[src/rtl/crc8_seq_ctrl.sv]
`default_nettype none
// ============================================================================
// Module      : crc8_seq_ctrl
// Description : Sequences frame bytes bit-serially (LSB first) into an
//               external serial CRC-8 engine. It reseeds the engine at the
//               start of each frame, then collects the 8 flushed CRC bits
//               into CRC_OUT. It aborts with an ERR pulse on input underrun
//               or on flush timeout.
//               Optional feature macro: CRC8_SEQ_CTRL_LEN_EN adds the
//               FRAME_LEN output, which reports the accepted byte count.
// Revision    : 1.0 - initial release
// ============================================================================
module crc8_seq_ctrl #(
   parameter int FLUSH_TMO = 16,
   parameter int LEN_W     = 8
) (
   input  logic             CLK,
   input  logic             RST,
   input  logic [7:0]       IN_DATA,
   input  logic             IN_VALID,
   input  logic             IN_LAST,
   output logic             IN_READY,
   output logic             ENG_RST_N,
   output logic             ENG_DATA,
   output logic             ENG_ACTIVE,
   input  logic             ENG_CRC,
   input  logic             ENG_VALID,
   output logic [7:0]       CRC_OUT,
   output logic             CRC_OUT_VALID,
   output logic             ERR,
`ifdef CRC8_SEQ_CTRL_LEN_EN
   output logic [LEN_W-1:0] FRAME_LEN,
`endif
   output logic             BUSY
);

   localparam int TMO_W = $clog2(FLUSH_TMO + 1);

   typedef enum logic [2:0] {
      S_IDLE  = 3'd0,
      S_SEED  = 3'd1,
      S_SHIFT = 3'd2,
      S_FLUSH = 3'd3,
      S_DONE  = 3'd4
   } state_t;

   state_t           r_state;
   logic [7:0]       r_byte;
   logic             r_last;
   logic [2:0]       r_idx;
   logic [2:0]       r_bit_cnt;
   logic [TMO_W-1:0] r_tmo;
   logic             r_in_ready;
   logic             r_eng_rst_n;
   logic             r_eng_data;
   logic             r_eng_active;
   logic [7:0]       r_crc_out;
   logic             r_crc_valid;
   logic             r_err;
   logic             r_busy;

   logic [2:0]       w_idx_nxt;
   logic             w_accept_first;
   logic             w_accept_next;
   logic             w_flush_done;

   assign w_idx_nxt      = r_idx + 3'd1;
   assign w_accept_first = (r_state == S_IDLE) && IN_VALID && r_in_ready;
   assign w_accept_next  = (r_state == S_SHIFT) && (r_idx == 3'd7) && !r_last && IN_VALID;
   assign w_flush_done   = (r_state == S_FLUSH) && ENG_VALID && (r_bit_cnt == 3'd7);

   // Main sequencer: state, bit index, CRC capture and all registered outputs
   always_ff @(posedge CLK) begin
      if (RST) begin
         r_state      <= S_IDLE;
         r_byte       <= 8'd0;
         r_last       <= 1'b0;
         r_idx        <= 3'd0;
         r_bit_cnt    <= 3'd0;
         r_tmo        <= '0;
         r_in_ready   <= 1'b0;
         r_eng_rst_n  <= 1'b0;
         r_eng_data   <= 1'b0;
         r_eng_active <= 1'b0;
         r_crc_out    <= 8'd0;
         r_crc_valid  <= 1'b0;
         r_err        <= 1'b0;
         r_busy       <= 1'b0;
      end else begin
         r_crc_valid <= 1'b0;
         r_err       <= 1'b0;
         r_eng_rst_n <= 1'b1;
         case (r_state)
            S_IDLE: begin
               r_in_ready   <= 1'b1;
               r_eng_active <= 1'b0;
               r_eng_data   <= 1'b0;
               r_busy       <= 1'b0;
               if (w_accept_first) begin
                  r_byte      <= IN_DATA;
                  r_last      <= IN_LAST;
                  r_in_ready  <= 1'b0;
                  r_eng_rst_n <= 1'b0;
                  r_busy      <= 1'b1;
                  r_state     <= S_SEED;
               end
            end
            S_SEED: begin
               r_idx        <= 3'd0;
               r_eng_active <= 1'b1;
               r_eng_data   <= r_byte[0];
               r_state      <= S_SHIFT;
            end
            S_SHIFT: begin
               if (r_idx != 3'd7) begin
                  r_idx      <= w_idx_nxt;
                  r_eng_data <= r_byte[w_idx_nxt];
                  // Ready is offered only on the final bit of a non-last byte
                  r_in_ready <= (w_idx_nxt == 3'd7) && !r_last;
               end else if (r_last) begin
                  r_eng_active <= 1'b0;
                  r_eng_data   <= 1'b0;
                  r_bit_cnt    <= 3'd0;
                  r_tmo        <= '0;
                  r_state      <= S_FLUSH;
               end else if (IN_VALID) begin
                  // Seamless hand-over: the engine keeps shifting with no gap
                  r_byte     <= IN_DATA;
                  r_last     <= IN_LAST;
                  r_idx      <= 3'd0;
                  r_eng_data <= IN_DATA[0];
                  r_in_ready <= 1'b0;
               end else begin
                  // Underrun: the frame cannot continue, abort it
                  r_err        <= 1'b1;
                  r_eng_active <= 1'b0;
                  r_eng_data   <= 1'b0;
                  r_busy       <= 1'b0;
                  r_in_ready   <= 1'b1;
                  r_state      <= S_IDLE;
               end
            end
            S_FLUSH: begin
               if (ENG_VALID) begin
                  // CRC_OUT holds the previous frame's value until the first new bit
                  if (r_bit_cnt == 3'd0) begin
                     r_crc_out <= {7'd0, ENG_CRC};
                  end else begin
                     r_crc_out[r_bit_cnt] <= ENG_CRC;
                  end
                  r_bit_cnt <= r_bit_cnt + 3'd1;
               end
               if (w_flush_done) begin
                  r_crc_valid <= 1'b1;
                  r_state     <= S_DONE;
               end else if (r_tmo == TMO_W'(FLUSH_TMO - 1)) begin
                  r_err      <= 1'b1;
                  r_busy     <= 1'b0;
                  r_in_ready <= 1'b1;
                  r_state    <= S_IDLE;
               end else begin
                  r_tmo <= r_tmo + TMO_W'(1);
               end
            end
            S_DONE: begin
               r_busy     <= 1'b0;
               r_in_ready <= 1'b1;
               r_state    <= S_IDLE;
            end
            default: begin
               r_state <= S_IDLE;
            end
         endcase
      end
   end

`ifdef CRC8_SEQ_CTRL_LEN_EN
   logic [LEN_W-1:0] r_len;
   logic [LEN_W-1:0] r_frame_len;

   // Per-frame accepted-byte counter, saturating at all-ones
   always_ff @(posedge CLK) begin
      if (RST) begin
         r_len <= '0;
      end else if (w_accept_first) begin
         r_len <= LEN_W'(1);
      end else if (w_accept_next && !(&r_len)) begin
         r_len <= r_len + LEN_W'(1);
      end
   end

   // Publish the byte count alongside CRC_OUT_VALID
   always_ff @(posedge CLK) begin
      if (RST) begin
         r_frame_len <= '0;
      end else if (w_flush_done) begin
         r_frame_len <= r_len;
      end
   end

   assign FRAME_LEN = r_frame_len;
`endif

   assign IN_READY      = r_in_ready;
   assign ENG_RST_N     = r_eng_rst_n;
   assign ENG_DATA      = r_eng_data;
   assign ENG_ACTIVE    = r_eng_active;
   assign CRC_OUT       = r_crc_out;
   assign CRC_OUT_VALID = r_crc_valid;
   assign ERR           = r_err;
   assign BUSY          = r_busy;

endmodule
`default_nettype wire

[config.mk]
export PLATFORM = sky130hd
export DESIGN_NAME = crc8_seq_ctrl
export DESIGN_NICKNAME = d
export VERILOG_FILES = /design/src/rtl/crc8_seq_ctrl.sv
export SDC_FILE = /design/constraint.sdc
export NUM_CORES = 1
export LEC_CHECK = 0
export BUFFER_PORTS_ARGS = -buffer_cell sky130_fd_sc_hd__buf_2
export CAP_MARGIN = 10
export CELL_PAD_IN_SITES_DETAIL_PLACEMENT = 0
export CELL_PAD_IN_SITES_GLOBAL_PLACEMENT = 1
export CORE_MARGIN = 2
export CORE_UTILIZATION = 42
export DETAILED_ROUTE_END_ITERATION = 12
export PLACE_DENSITY_LB_ADDON = 0.2
export SLEW_MARGIN = 20
export SYNTH_ARGS = -nofsm -noshare
export SYNTH_HDL_FRONTEND = slang
export SYNTH_SLANG_ARGS = --single-unit
[constraint.sdc]
create_clock -name CLK -period 2.5 [get_ports CLK]
set_input_delay 0.125 -clock CLK [delete_from_list [all_inputs] [get_ports CLK]]
set_output_delay 0.125 -clock CLK [all_outputs]
set_load 0.01 [all_outputs]
## Yosys cells after proc, flatten, opt, wreduce, memory -nomap -nowiden

Cells that the tools add are included.

- Multiplexer cells: 64
- Reduce and logical (&&, ||, !) cells: 25
- Bitwise gates (word level): 1
- Eq/ne operators: 22
- $lt $le $gt $ge: 3
- Add/sub/neg operators: 3

Operators by type and width:

| cell | count |
|---|---|
| 2-to-1 mux 8 bit | 5 |
| 2-to-1 mux 3 bit | 12 |
| 2-to-1 mux 1 bit | 29 |
| 2-to-1 mux 5 bit | 4 |
| != test 2 bit (second input constant) | 9 |
| one-hot mux 8 bit (2 select lines) | 1 |
| one-hot mux 3 bit (2 select lines) | 2 |
| one-hot mux 3 bit (4 select lines) | 1 |
| AND reduction 4 bit | 3 |
| one-hot mux 5 bit (2 select lines) | 1 |
| AND reduction 5 bit | 2 |
| equality test 3 bit (second input constant) | 3 |
| != test 3 x 2 -> 1 bit (second input constant) | 3 |
| AND reduction 3 bit | 3 |
| bitwise mux 8 bit | 1 |
| < comparator 3 x 4 -> 1 bit (second input constant) | 2 |
| one-hot mux 1 bit (4 select lines) | 2 |
| adder 3 x 1 -> 3 bit (second input constant) | 2 |
| equality test 3 x 2 -> 1 bit (second input constant) | 2 |
| logical AND 1 bit | 6 |
| logical NOT 3 bit | 2 |
| != test 3 bit (second input constant) | 2 |
| one-hot mux 1 bit (3 select lines) | 2 |
| AND reduction 6 bit | 1 |
| other kinds (15) | 18 |

- Input bits: 14
- Logic and storage cells: 132
- Register bits: 38
- Output and inout bits: 15

## Logic depth before layout (Yosys ltp)

Gate-level depths: netlist of the first run.

- Depth in word-level cells: 6
- Gate-level depth with buffers: 8

## Worst setup path before layout of the first run

Ideal clock, no wire load.

- Path type: flip-flop to flip-flop
- Start point: register r_idx[0]
- End point: register r_eng_data (netlist: ENG_DATA)
- Stages on the path, launching flop included: 7
- Path buffers: 0
- Data required time: 2367 ps
- Path slack: 600 ps
- Arrival: 1768 ps
- Cell sequence: dfxtp_1 -> ha_1 -> ha_1 -> mux4_2 -> mux2_2 -> nand2_1 -> a31oi_1

- Longest elaborated chain between the ends: 5
- Elaborated cells between the ends (all ways): 6
- Classes of those cells: 1 x add/sub; 1 x eq/ne; 4 x mux

RTL lines:

| element | RTL line | text |
|---|---|---|
| start: declaration | 50 | `logic [2:0] r_idx;` |
| start signal: assignment | 116 | `r_idx <= w_idx_nxt;` |
| adder 3 x 1 -> 3 bit | 67 | `assign w_idx_nxt = r_idx + 3'd1;` |
| binary-select mux 1 bit (select 3 bit) | 117 | `r_eng_data <= r_byte[w_idx_nxt];` |
| 2-to-1 mux 1 bit (implied by the code) | 117 |  |
| 2-to-1 mux 1 bit * | 115 | `if (r_idx != 3'd7) begin` |
| one-hot mux 1 bit (3 select lines) * | 93 | `case (r_state)` |
| end signal: assignment | 111 | `r_eng_data <= r_byte[0];` |
| end signal: assignment | 117 |  |
| end signal: assignment | 131 | `r_eng_data <= IN_DATA[0];` |
| end: declaration | 55 | `logic r_eng_data;` |

Every way passes the cells marked *; elsewhere a longest branch is shown, timed or not. The select of a mux whose other input is x is not followed.
A chain may end at the register's enable or synchronous reset.

## Final worst setup path of the first run

- Start point: register r_idx[0]
- End point: register r_busy (netlist: BUSY)

- Longest elaborated chain between the ends: 3

RTL lines:

| element | RTL line | text |
|---|---|---|
| != test 3 bit | 115 |  |
| != test 2 bit (no line) | - |  |
| AND reduction 6 bit (no line) | - |  |
| end signal: assignment | 104 | `r_busy <= 1'b1;` |
| end signal: assignment | 138 | `r_busy <= 1'b0;` |
| end signal: assignment | 158 | `r_busy <= 1'b0;` |
| end: declaration | 60 | `logic r_busy;` |

Every way passes these cells.

==> impl_summary.log, run 1 <==
INFO  metric status = finished, final reports clean
INFO  metric critPathMaxFanout = 8
INFO  metric slowest_stage = sky130_fd_sc_hd__or3b_2
INFO  metric synth-warning-count = 0
INFO  metric dp_hpwl = 2810 um
INFO  metric dieArea = 5040 um2
INFO  metric place.gp.congestion = roughly 0.8
INFO  metric reg2reg_path_depth = 6
INFO  metric layout.cell_area.non_filler = 2180 um2
INFO  metric drt_wl_total = 3960 um
INFO  metric power.share.switching = 21.7%
INFO  metric synth-main-ff-cell = sky130_fd_sc_hd__dfxtp_1
INFO  metric layout.cells.most_common_list = 38 x sky130_fd_sc_hd__dfxtp_1, 28 x sky130_fd_sc_hd__buf_2, 17 x sky130_fd_sc_hd__nand2_1, 17 x sky130_fd_sc_hd__nor2_1, 13 x sky130_fd_sc_hd__nand3_1
INFO  metric slew_headroom = a little under two thirds
INFO  metric finalSetupViolCount = 0
INFO  metric critical_path_required = ~2700 ps
INFO  metric critPathKind = reg2reg
INFO  metric timing.final.ws_setup = between 400 and 500 ps
INFO  metric maxCapViolations = 0
INFO  metric seqPwrFrac = 45.4%
INFO  metric clock_tree_from_tritoncts = built
INFO  metric vias_in_the_first_global_route = 1470
INFO  metric worst_setup_hold_path_clk_slew = approximately 80 ps
INFO  metric detail-route-antenna-nets = 0
INFO  metric timing.critical_path.to_type = register
INFO  metric clock_tree.root_cell = sky130_fd_sc_hd__clkbuf_8
INFO  metric preCtsSetupSlack = 479 ps
INFO  metric clkLatencyLatePin = just under 300 ps
INFO  metric netSwitchingPower = 0.308 mW
INFO  metric fill_cells = 437
INFO  metric floorplan.rows = 24
INFO  metric post_route_cells_drive_above_1_share = 19.4%
INFO  metric post_cts_buffers = 0
INFO  metric cts_hold_repair.buffers = 0
INFO  metric finalHoldViolCount = 0
INFO  metric post_synth_edffs = 0
INFO  metric num_vias = 1567
INFO  metric period_share = 81.3%
INFO  metric clock_skew = 9.22 ps
INFO  metric synth-seq-cells = 38
INFO  metric power.clock.fraction = 45.7%
INFO  metric final_common_cell = sky130_fd_sc_hd__dfxtp_1
INFO  metric postSynth.asyncResetShare = 0%
INFO  metric final_nets = 258
INFO  metric critical_path_cell_sequence = ha_1 -> ha_1 -> or3b_2 -> and2_1 -> o31ai_1 -> a21oi_1
INFO  metric firstDrtPassIters = 4
INFO  metric syn2layout_area_growth = 15.8%
INFO  metric syn_area = 1880 um2
INFO  metric grt_overflow = 0
INFO  metric most_used_cell_cp = sky130_fd_sc_hd__ha_1
INFO  metric timing.hold.worst_path_depth = 3
INFO  metric crit_arrival = 2190 ps
INFO  metric post_drt_via_cell_ratio = 5.42
INFO  metric p_total = ~1.4 mW
INFO  metric p_comb_share = 8.9%
INFO  metric power.density_cell_area = 650 nW/um2
INFO  metric period_minus_slack = 2030 ps
INFO  metric routed_wire_length_per_instance = 13.7 um
INFO  metric worstSetupStartpointType = register
INFO  metric syn_area_per_cell = ~9 um2
INFO  metric placed_cells_incl_taps = 281
INFO  metric rsz_0062_raised_after_global_routing = false
INFO  metric cts_repair_resizes = 0
INFO  metric drc_errors = 0
INFO  metric largest_net_degree_at_the_start_of_global_routing = 26
INFO  metric die_h = 71.0 um
INFO  metric finish.cell_count_without_fillers = a little under 300
INFO  metric postSynthCellCount = 211
INFO  metric final_core_utilization = around half
INFO  metric slew_violations = 0
INFO  metric synth-seq-area-share = 40.4%
INFO  metric leakagePower = 0.891 nW
INFO  metric ir_drop = 0.290 mV
INFO  metric placement.io_buffers = 28
INFO  metric htree_num_levels = 2
INFO  metric clock_sinks = 38
INFO  metric mappedNetlistNets = 233
INFO  metric total_core_area = 4320 um2
INFO  metric grt_pass1_wl = 6940 um
INFO  metric cpPeakStageDelay = about 500 ps
INFO  metric grt.total_usage = 17.2%
INFO  metric synth.lib_cells_used.distinct = 46
INFO  metric tightest_slew = roughly 540 ps
INFO  metric cts_made_buffers = 5
INFO  metric placed_area = between 2000 and 2500 um2
INFO  metric timing.hold.worst.class = in2reg
INFO  metric tns = 0 ps
INFO  metric drtIter0Drc = 111
INFO  metric fmax = around 490 MHz
INFO  metric diodes = 0
INFO  metric width_of_the_die = 71.0 um
INFO  metric cts_buffer_depth = 2
INFO  metric power.internal = 1.11 mW
INFO  metric grt_antenna_before_repair = 0
INFO  metric fin_worst_hold_slack = between 60 and 70 ps
INFO  metric boundaryPins = 29
INFO  metric initial_utilization = 43.6%
state kept, by name (all words and copies together) (netlist names):
name,cells
CRC_OUT,8
r_last,1
r_state,3
ENG_DATA,1
r_idx,3
r_bit_cnt,3
ENG_ACTIVE,1
r_byte,8
r_tmo,5
ENG_RST_N,1
ERR,1
IN_READY,1
BUSY,1
CRC_OUT_VALID,1
critical path: cells and delay by family, from the launching register on:
| family | cells | cell delay [ps] |
|---|---|---|
| AND/OR/NAND/NOR | 2 | 680 |
| flip-flops | 1 | 440 |
| adder cells (fa/ha/maj) | 2 | 460 |
| AO/OA/AOI/OAI | 2 | 330 |
power groups by stage:
stage	clock network (mW)	logic, mW	registers, mW
final	0.647	0.127	0.644
after global routing	0.686	0.144	0.647
after CTS	0.667	0.128	0.644
after detailed placement	0	0.127	0.658
after global placement	0	0.128	0.657
after floorplan	0	0.0917	0.653
final cells by class:
| class | instances | area (um2) | share of cell area, % |
|---|---|---|---|
| clock buffer | 6 | 82.6 | 3.78 |
| clock inverter | 2 | 60.1 | 2.75 |
| tap | 52 | 65.1 | 2.98 |
| inverter | 9 | 33.8 | 1.55 |
| sequential | 38 | 761 | 34.9 |
| multi-input combinational | 151 | 1020 | 46.6 |
| timing repair buffer | 31 | 163 | 7.45 |
worst paths after layout:
path              startpoint          to  slack, ps
setup reg to reg    r_idx[0]        BUSY        470
hold / removal    IN_DATA[5]   r_byte[5]         70
hold reg to reg   CRC_OUT[3]  CRC_OUT[3]        470
setup / recovery    r_idx[0]        BUSY        470
cells in the mapped netlist, types with 2 or more instances:
cell type | number | share of area (%)
sky130_fd_sc_hd__a2111o_1 | 2 | 1.2
sky130_fd_sc_hd__a211oi_1 | 3 | 1.2
sky130_fd_sc_hd__a21boi_0 | 3 | 1.2
sky130_fd_sc_hd__a21o_1 | 2 | 0.80
sky130_fd_sc_hd__a21oi_1 | 11 | 2.9
sky130_fd_sc_hd__a31oi_1 | 4 | 1.3
sky130_fd_sc_hd__and2_1 | 4 | 1.3
sky130_fd_sc_hd__and3_1 | 3 | 1.0
sky130_fd_sc_hd__buf_2 | 4 | 1.1
sky130_fd_sc_hd__buf_6 | 2 | 1.2
sky130_fd_sc_hd__clkbuf_1 | 6 | 1.2
sky130_fd_sc_hd__dfxtp_1 | 38 | 40
sky130_fd_sc_hd__ha_1 | 8 | 5.3
sky130_fd_sc_hd__inv_1 | 9 | 1.8
sky130_fd_sc_hd__mux2i_1 | 12 | 6.4
sky130_fd_sc_hd__mux4_2 | 2 | 2.4
sky130_fd_sc_hd__nand2_1 | 17 | 3.4
sky130_fd_sc_hd__nand2b_1 | 3 | 1.0
sky130_fd_sc_hd__nand3_1 | 13 | 3.5
sky130_fd_sc_hd__nand4_1 | 5 | 1.7
sky130_fd_sc_hd__nand4b_1 | 2 | 0.93
sky130_fd_sc_hd__nor2_1 | 17 | 3.4
sky130_fd_sc_hd__nor3_1 | 5 | 1.3
sky130_fd_sc_hd__o2111ai_1 | 2 | 0.93
sky130_fd_sc_hd__o211ai_1 | 2 | 0.80
sky130_fd_sc_hd__o21a_1 | 3 | 1.2
sky130_fd_sc_hd__o21ai_0 | 9 | 2.4
sky130_fd_sc_hd__or2_1 | 2 | 0.66
cell families after synthesis:
group | Yosys count | share of synthesized area (%)
compound gates | 46 | 16.3
fa+ha+maj | 8 | 5.31
buf+inv | 22 | 5.64
flops | 38 | 40.4
mux | 15 | 9.36
simple gates | 82 | 23.0
metal layers:
metal	GRT usage (%)	wire [um]
met2	26.5	1850
met4	5.03	34
met3	4.42	155
met1	24.0	1920
met5	0	0
Note: power is estimated with default switching activity, not from simulation.
==> run 2: changes to the inputs <==
==> constraint.sdc (replaced) <==
create_clock -name CLK -period 2.1 [get_ports CLK]
set_input_delay 0.105 -clock CLK [delete_from_list [all_inputs] [get_ports CLK]]
set_output_delay 0.105 -clock CLK [all_outputs]
set_load 0.01 [all_outputs]
==> impl_summary.log, run 2 (synthesis gave the netlist of run 1 again) <==
INFO  metric status = finished, final reports clean
INFO  metric critical_path_required = 2270 ps (-380 ps)
INFO  metric clkLatencyLatePin = 280 ps (about the same)
INFO  metric clock_sinks = 38 (unchanged)
INFO  metric cts_hold_repair.buffers = 0 (unchanged)
INFO  metric layout.cell_area.non_filler = 2190 um2 (+0.29%)
INFO  metric p_total = 1.55 mW (+9.2%)
INFO  metric worst_setup_hold_path_clk_slew = 70 ps (about the same)
INFO  metric routed_wire_length_per_instance = 13.5 um (-1.6%)
INFO  metric tns = 0 ps (unchanged)
INFO  metric initial_utilization = 43.6% (unchanged)
INFO  metric dieArea = 5040 um2 (unchanged)
INFO  metric drtIter0Drc = 150 (+35%)
INFO  metric boundaryPins = 29 (unchanged)
INFO  metric cpPeakStageDelay = 530 ps (+30 ps)
INFO  metric slew_headroom = 62.3% (-1.3 points)
INFO  metric grt_antenna_before_repair = 0 (unchanged)
INFO  metric num_vias = 1588 (+1.3%)
INFO  metric period_minus_slack = 1990 ps (-44.5 ps)
INFO  metric post_route_cells_drive_above_1_share = 20.8% (+1.4 points)
INFO  metric worstSetupStartpointType = register
INFO  metric timing.hold.worst.class = in2reg
INFO  metric placement.io_buffers = 28 (unchanged)
INFO  metric syn2layout_area_growth = 16.1%
INFO  metric post_cts_buffers = 0 (unchanged)
INFO  metric maxCapViolations = 0 (unchanged)
INFO  metric detail-route-antenna-nets = 0 (unchanged)
INFO  metric post_drt_via_cell_ratio = 5.44 (+0.30%)
INFO  metric place.gp.congestion = 0.753 (-4.0%)
INFO  metric timing.critical_path.to_type = register
INFO  metric final_common_cell = sky130_fd_sc_hd__dfxtp_1
INFO  metric largest_net_degree_at_the_start_of_global_routing = 25 (-3.8%)
INFO  metric cts_made_buffers = 5 (unchanged)
INFO  metric critical_path_cell_sequence = ha_1 -> ha_1 -> mux4_2 -> mux2_2 -> nand2_1 -> a31oi_1
INFO  metric critPathKind = reg2reg
INFO  metric fmax = 503 MHz (+2.2%)
INFO  metric placed_cells_incl_taps = 285 (+1.4%)
INFO  metric firstDrtPassIters = 4 (unchanged)
INFO  metric preCtsSetupSlack = 110 ps (-369 ps)
INFO  metric vias_in_the_first_global_route = 1559 (+6.1%)
INFO  metric clock_skew = 5.62 ps (-3.61 ps)
INFO  metric diodes = 0 (unchanged)
INFO  metric timing.hold.worst_path_depth = 3 (unchanged)
INFO  metric drt_wl_total = 3930 um (-0.58%)
INFO  metric ir_drop = 0.404 mV (+39%)
INFO  metric cts_repair_resizes = 0 (unchanged)
INFO  metric fin_worst_hold_slack = 58.1 ps (-8.87 ps)
INFO  metric cts_buffer_depth = 2 (unchanged)
INFO  metric leakagePower = 0.898 nW (+0.76%)
INFO  metric grt_pass1_wl = 6910 um (-0.40%)
INFO  metric tightest_slew = 560 ps (+19.5 ps)
INFO  metric htree_num_levels = 2 (unchanged)
INFO  metric layout.cells.most_common_list = 38 x sky130_fd_sc_hd__dfxtp_1, 28 x sky130_fd_sc_hd__buf_2, 17 x sky130_fd_sc_hd__nand2_1, 17 x sky130_fd_sc_hd__nor2_1, 13 x sky130_fd_sc_hd__nand3_1
INFO  metric grt_overflow = 0 (unchanged)
INFO  metric finish.cell_count_without_fillers = 292 (+1.0%)
INFO  metric reg2reg_path_depth = 6 (unchanged)
INFO  metric clock_tree.root_cell = sky130_fd_sc_hd__clkbuf_8
INFO  metric slowest_stage = sky130_fd_sc_hd__mux4_2
INFO  metric total_core_area = 4320 um2 (unchanged)
INFO  metric rsz_0062_raised_after_global_routing = false
INFO  metric most_used_cell_cp = sky130_fd_sc_hd__ha_1
INFO  metric crit_arrival = 2150 ps (-40 ps)
INFO  metric power.density_cell_area = 707 nW/um2 (+8.9%)
INFO  metric width_of_the_die = 71.0 um (unchanged)
INFO  metric placed_area = 2070 um2 (+1.5%)
INFO  metric finalHoldViolCount = 0 (unchanged)
INFO  metric clock_tree_from_tritoncts = built
INFO  metric timing.final.ws_setup = 112 ps (-356 ps)
INFO  metric dp_hpwl = 2850 um (+1.5%)
INFO  metric finalSetupViolCount = 0 (unchanged)
INFO  metric period_share = 94.7% (+13 points)
INFO  metric die_h = 71.0 um (unchanged)
INFO  metric floorplan.rows = 24 (unchanged)
INFO  metric critPathMaxFanout = 4 (-4)
INFO  metric final_nets = 262 (+1.6%)
INFO  metric drc_errors = 0 (unchanged)
INFO  metric final_core_utilization = 50.6% (+0.14 points)
INFO  metric slew_violations = 0 (unchanged)
INFO  metric grt.total_usage = 17.1% (-0.14 points)
run 2: final timing paths:
check                           startpoint         end  slack [ps]
worst max-delay path              r_idx[1]    ENG_DATA         110
worst min register to register  CRC_OUT[3]  CRC_OUT[3]         460
worst max register to register    r_idx[1]    ENG_DATA         110
worst min-delay path            IN_DATA[1]   r_byte[1]          60
run 2: cell type report:
cell class,instances,area (um2)
timing repair buffer,35,193
sequential,38,761
clock inverter,1,30.0
clock buffer,6,82.6
multi-input combinational,151,1020
inverter,9,33.8
tap,52,65.1
fill,436,2140
run 2: worst max-delay path, delay by kind of cell, from the launching register on:
kind                     cells  cell delay, ps
AO/OA/AOI/OAI                1              90
adder cells (fa/ha/maj)      2             560
flip-flops                   1             330
multiplexers                 2             810
AND/OR/NAND/NOR              1              80
run 2: layer usage:
layer / vias to the layer above / routed length, um / global-route usage (%)
met1: 738 / 1920 / 22.1
met3: 8 / 124 / 3.85
li1: 817 / - / -
met4: 0 / 74 / 6.92
met5: - / 0 / 0
met2: 25 / 1810 / 27.7
run 2: report_power, final:
group	internal (mW)	switching, mW
logic	0.0733	0.0812
clock network	0.380	0.247
registers	0.744	0.0222
total	1.20	0.351
==> run 3: changes to the inputs <==
--- a/config.mk
+++ b/config.mk
@@ -10,7 +10,7 @@
 export CELL_PAD_IN_SITES_DETAIL_PLACEMENT = 0
 export CELL_PAD_IN_SITES_GLOBAL_PLACEMENT = 1
 export CORE_MARGIN = 2
-export CORE_UTILIZATION = 42
+export CORE_UTILIZATION = 45
 export DETAILED_ROUTE_END_ITERATION = 12
 export PLACE_DENSITY_LB_ADDON = 0.2
 export SLEW_MARGIN = 20
==> constraint.sdc (replaced) <==
create_clock -name CLK -period 2.5 [get_ports CLK]
set_input_delay 0.125 -clock CLK [delete_from_list [all_inputs] [get_ports CLK]]
set_output_delay 0.125 -clock CLK [all_outputs]
set_load 0.01 [all_outputs]
==> impl_summary.log, run 3 (synthesis gave the netlist of run 1 again) <==
INFO  metric status = finished, final reports clean
INFO  metric syn2layout_area_growth = 12.5%
INFO  metric fmax = 482 MHz (-4.2%)
INFO  metric placement.io_buffers = 28 (unchanged)
INFO  metric timing.hold.worst_path_depth = 3 (unchanged)
INFO  metric diodes = 0 (unchanged)
INFO  metric final_core_utilization = 52.6% (+2.0 points)
INFO  metric cpPeakStageDelay = 500 ps (-30 ps)
INFO  metric critical_path_cell_sequence = ha_1 -> ha_1 -> or3b_2 -> and2_1 -> o31ai_1 -> a21oi_1
INFO  metric grt_overflow = 0 (unchanged)
INFO  metric post_route_cells_drive_above_1_share = 18.6% (-2.2 points)
INFO  metric die_h = 68.7 um (-3.2%)
INFO  metric firstDrtPassIters = 4 (unchanged)
INFO  metric maxCapViolations = 0 (unchanged)
INFO  metric finalSetupViolCount = 0 (unchanged)
INFO  metric grt.total_usage = 19.3% (+2.2 points)
INFO  metric routed_wire_length_per_instance = 14.5 um (+7.8%)
INFO  metric clock_tree_from_tritoncts = built
INFO  metric ir_drop = 0.364 mV (-10%)
INFO  metric leakagePower = 0.863 nW (-3.9%)
INFO  metric slew_headroom = 67.1% (+4.8 points)
INFO  metric dp_hpwl = 2910 um (+1.8%)
INFO  metric slowest_stage = sky130_fd_sc_hd__or3b_2
INFO  metric seqPwrFrac = 52.8% (+3.3 points)
INFO  metric rsz_0062_raised_after_global_routing = false
INFO  metric grt_antenna_before_repair = 0 (unchanged)
INFO  metric place.gp.congestion = 0.805 (+6.8%)
INFO  metric cts_buffer_depth = 2 (unchanged)
INFO  metric layout.cell_area.non_filler = 2120 um2 (-3.1%)
INFO  metric timing.critical_path.to_type = register
INFO  metric detail-route-antenna-nets = 0 (unchanged)
INFO  metric total_core_area = 4030 um2 (-6.8%)
INFO  metric area.sequential = 761 um2 (unchanged)
INFO  metric num_vias = 1606 (+1.1%)
INFO  metric power.internal = 0.905 mW (-24%)
INFO  metric drtIter0Drc = 94 (-37%)
INFO  metric cts_repair_resizes = 0 (unchanged)
INFO  metric power.share.switching = 25.5% (+2.8 points)
INFO  metric netSwitchingPower = 0.309 mW (-12%)
INFO  metric critical_path_required = 2670 ps (+400 ps)
INFO  metric width_of_the_die = 68.7 um (-3.2%)
INFO  metric final_common_cell = sky130_fd_sc_hd__dfxtp_1
INFO  metric finalHoldViolCount = 0 (unchanged)
INFO  metric p_comb_share = 10.6% (+0.6 points)
INFO  metric largest_net_degree_at_the_start_of_global_routing = 26 (+4.0%)
INFO  metric cts_made_buffers = 5 (unchanged)
INFO  metric htree_num_levels = 2 (unchanged)
INFO  metric drt_wl_total = 4150 um (+5.6%)
INFO  metric layout.cells.most_common_list = 38 x sky130_fd_sc_hd__dfxtp_1, 28 x sky130_fd_sc_hd__buf_2, 17 x sky130_fd_sc_hd__nand2_1, 17 x sky130_fd_sc_hd__nor2_1, 13 x sky130_fd_sc_hd__nand3_1
INFO  metric fill_cells = 390 (-11%)
INFO  metric tightest_slew = 491 ps (-69.0 ps)
INFO  metric power.clock.fraction = 36.6% (-3.9 points)
INFO  metric clkLatencyLatePin = 300 ps (+20 ps)
INFO  metric clock_sinks = 38 (unchanged)
INFO  metric post_drt_via_cell_ratio = 5.62 (+3.3%)
INFO  metric floorplan.rows = 23 (-4.2%)
INFO  metric grt_pass1_wl = 6720 um (-2.8%)
INFO  metric critPathMaxFanout = 8 (+4)
INFO  metric cts_hold_repair.buffers = 0 (unchanged)
INFO  metric dieArea = 4720 um2 (-6.3%)
INFO  metric drc_errors = 0 (unchanged)
INFO  metric crit_arrival = 2250 ps (+100 ps)
INFO  metric most_used_cell_cp = sky130_fd_sc_hd__ha_1
INFO  metric vias_in_the_first_global_route = 1492 (-4.3%)
INFO  metric worst_setup_hold_path_clk_slew = 80 ps (about the same)
INFO  metric timing.hold.worst.class = in2reg
INFO  metric initial_utilization = 46.8% (+3.2 points)
INFO  metric clock_skew = 7.42 ps (+1.80 ps)
INFO  metric critPathKind = reg2reg
INFO  metric period_share = 83.0% (-12 points)
INFO  metric slew_violations = 0 (unchanged)
INFO  metric worstSetupStartpointType = register
INFO  metric post_cts_buffers = 0 (unchanged)
INFO  metric period_minus_slack = 2080 ps (+87.0 ps)
INFO  metric tns = 0 ps (unchanged)
INFO  metric power.density_cell_area = 573 nW/um2 (-19%)
INFO  metric boundaryPins = 29 (unchanged)
INFO  metric reg2reg_path_depth = 6 (unchanged)
INFO  metric final_nets = 257 (-1.9%)
INFO  metric placed_area = 2030 um2 (-1.9%)
INFO  metric clock_tree.root_cell = sky130_fd_sc_hd__clkbuf_8
INFO  metric multiInputGateArea = 1020 um2 (-0.61%)
## run 3: cell count changes in the layout (fill, tap and decap cells not counted), sizes merged
cell and change:
buf -5, bufinv -1, clkbuf +1, clkinv +1
## run 3: power groups by stage
stage	logic, mW	clock network, mW	registers [mW]
2_1_floorplan	0.0917	0	0.653
4_1_cts	0.129	0.448	0.642
3_5_place_dp	0.128	0	0.656
6_report	0.129	0.444	0.642
5_1_grt	0.143	0.476	0.645
3_3_place_gp	0.124	0	0.655
## run 3: layout make-up
| type | count | area share [%] |
|---|---|---|
| multi-input combinational | 151 | 48.0 |
| sequential | 38 | 35.9 |
| timing repair buffer | 30 | 7.32 |
| clock buffer | 7 | 4.07 |
| tap | 50 | 2.95 |
| inverter | 9 | 1.59 |
| clock inverter | 1 | 0.236 |
## run 3: metrics by stage
stage	hold WS, ps	std cells	worst slack (ps)	total power, mW
after floorplan	269	211	600	0.745
after global placement	359	278	540	0.779
after detailed placement	375	278	439	0.784
after CTS	71.3	286	429	1.22
after global routing	80.4	286	291	1.26
final	63.8	286	425	1.21
## run 3: final timing paths
check             slack [ps]       start    endpoint
setup / recovery         420    r_idx[0]        BUSY
hold / removal            60  IN_DATA[6]   r_byte[6]
setup reg to reg         420    r_idx[0]        BUSY
hold reg to reg          470  CRC_OUT[3]  CRC_OUT[3]
## run 3: per-layer routing
metal | vias up | global-route usage (%) | share of wire, %
met1 | 757 | 23.7 | 46
met2 | 33 | 31.4 | 48
met4 | 0 | 7.11 | 1.3
met5 | - | 0 | 0
met3 | 7 | 6.33 | 4.9
li1 | 809 | - | -
## run 3: critical path: cells and delay by family, from the launching register on
kind	cells	cell delay (ps)
and+or+nand+nor	2	670
adders and majority gates	2	490
DFF	1	440
AOI/OAI and AO/OA	2	350
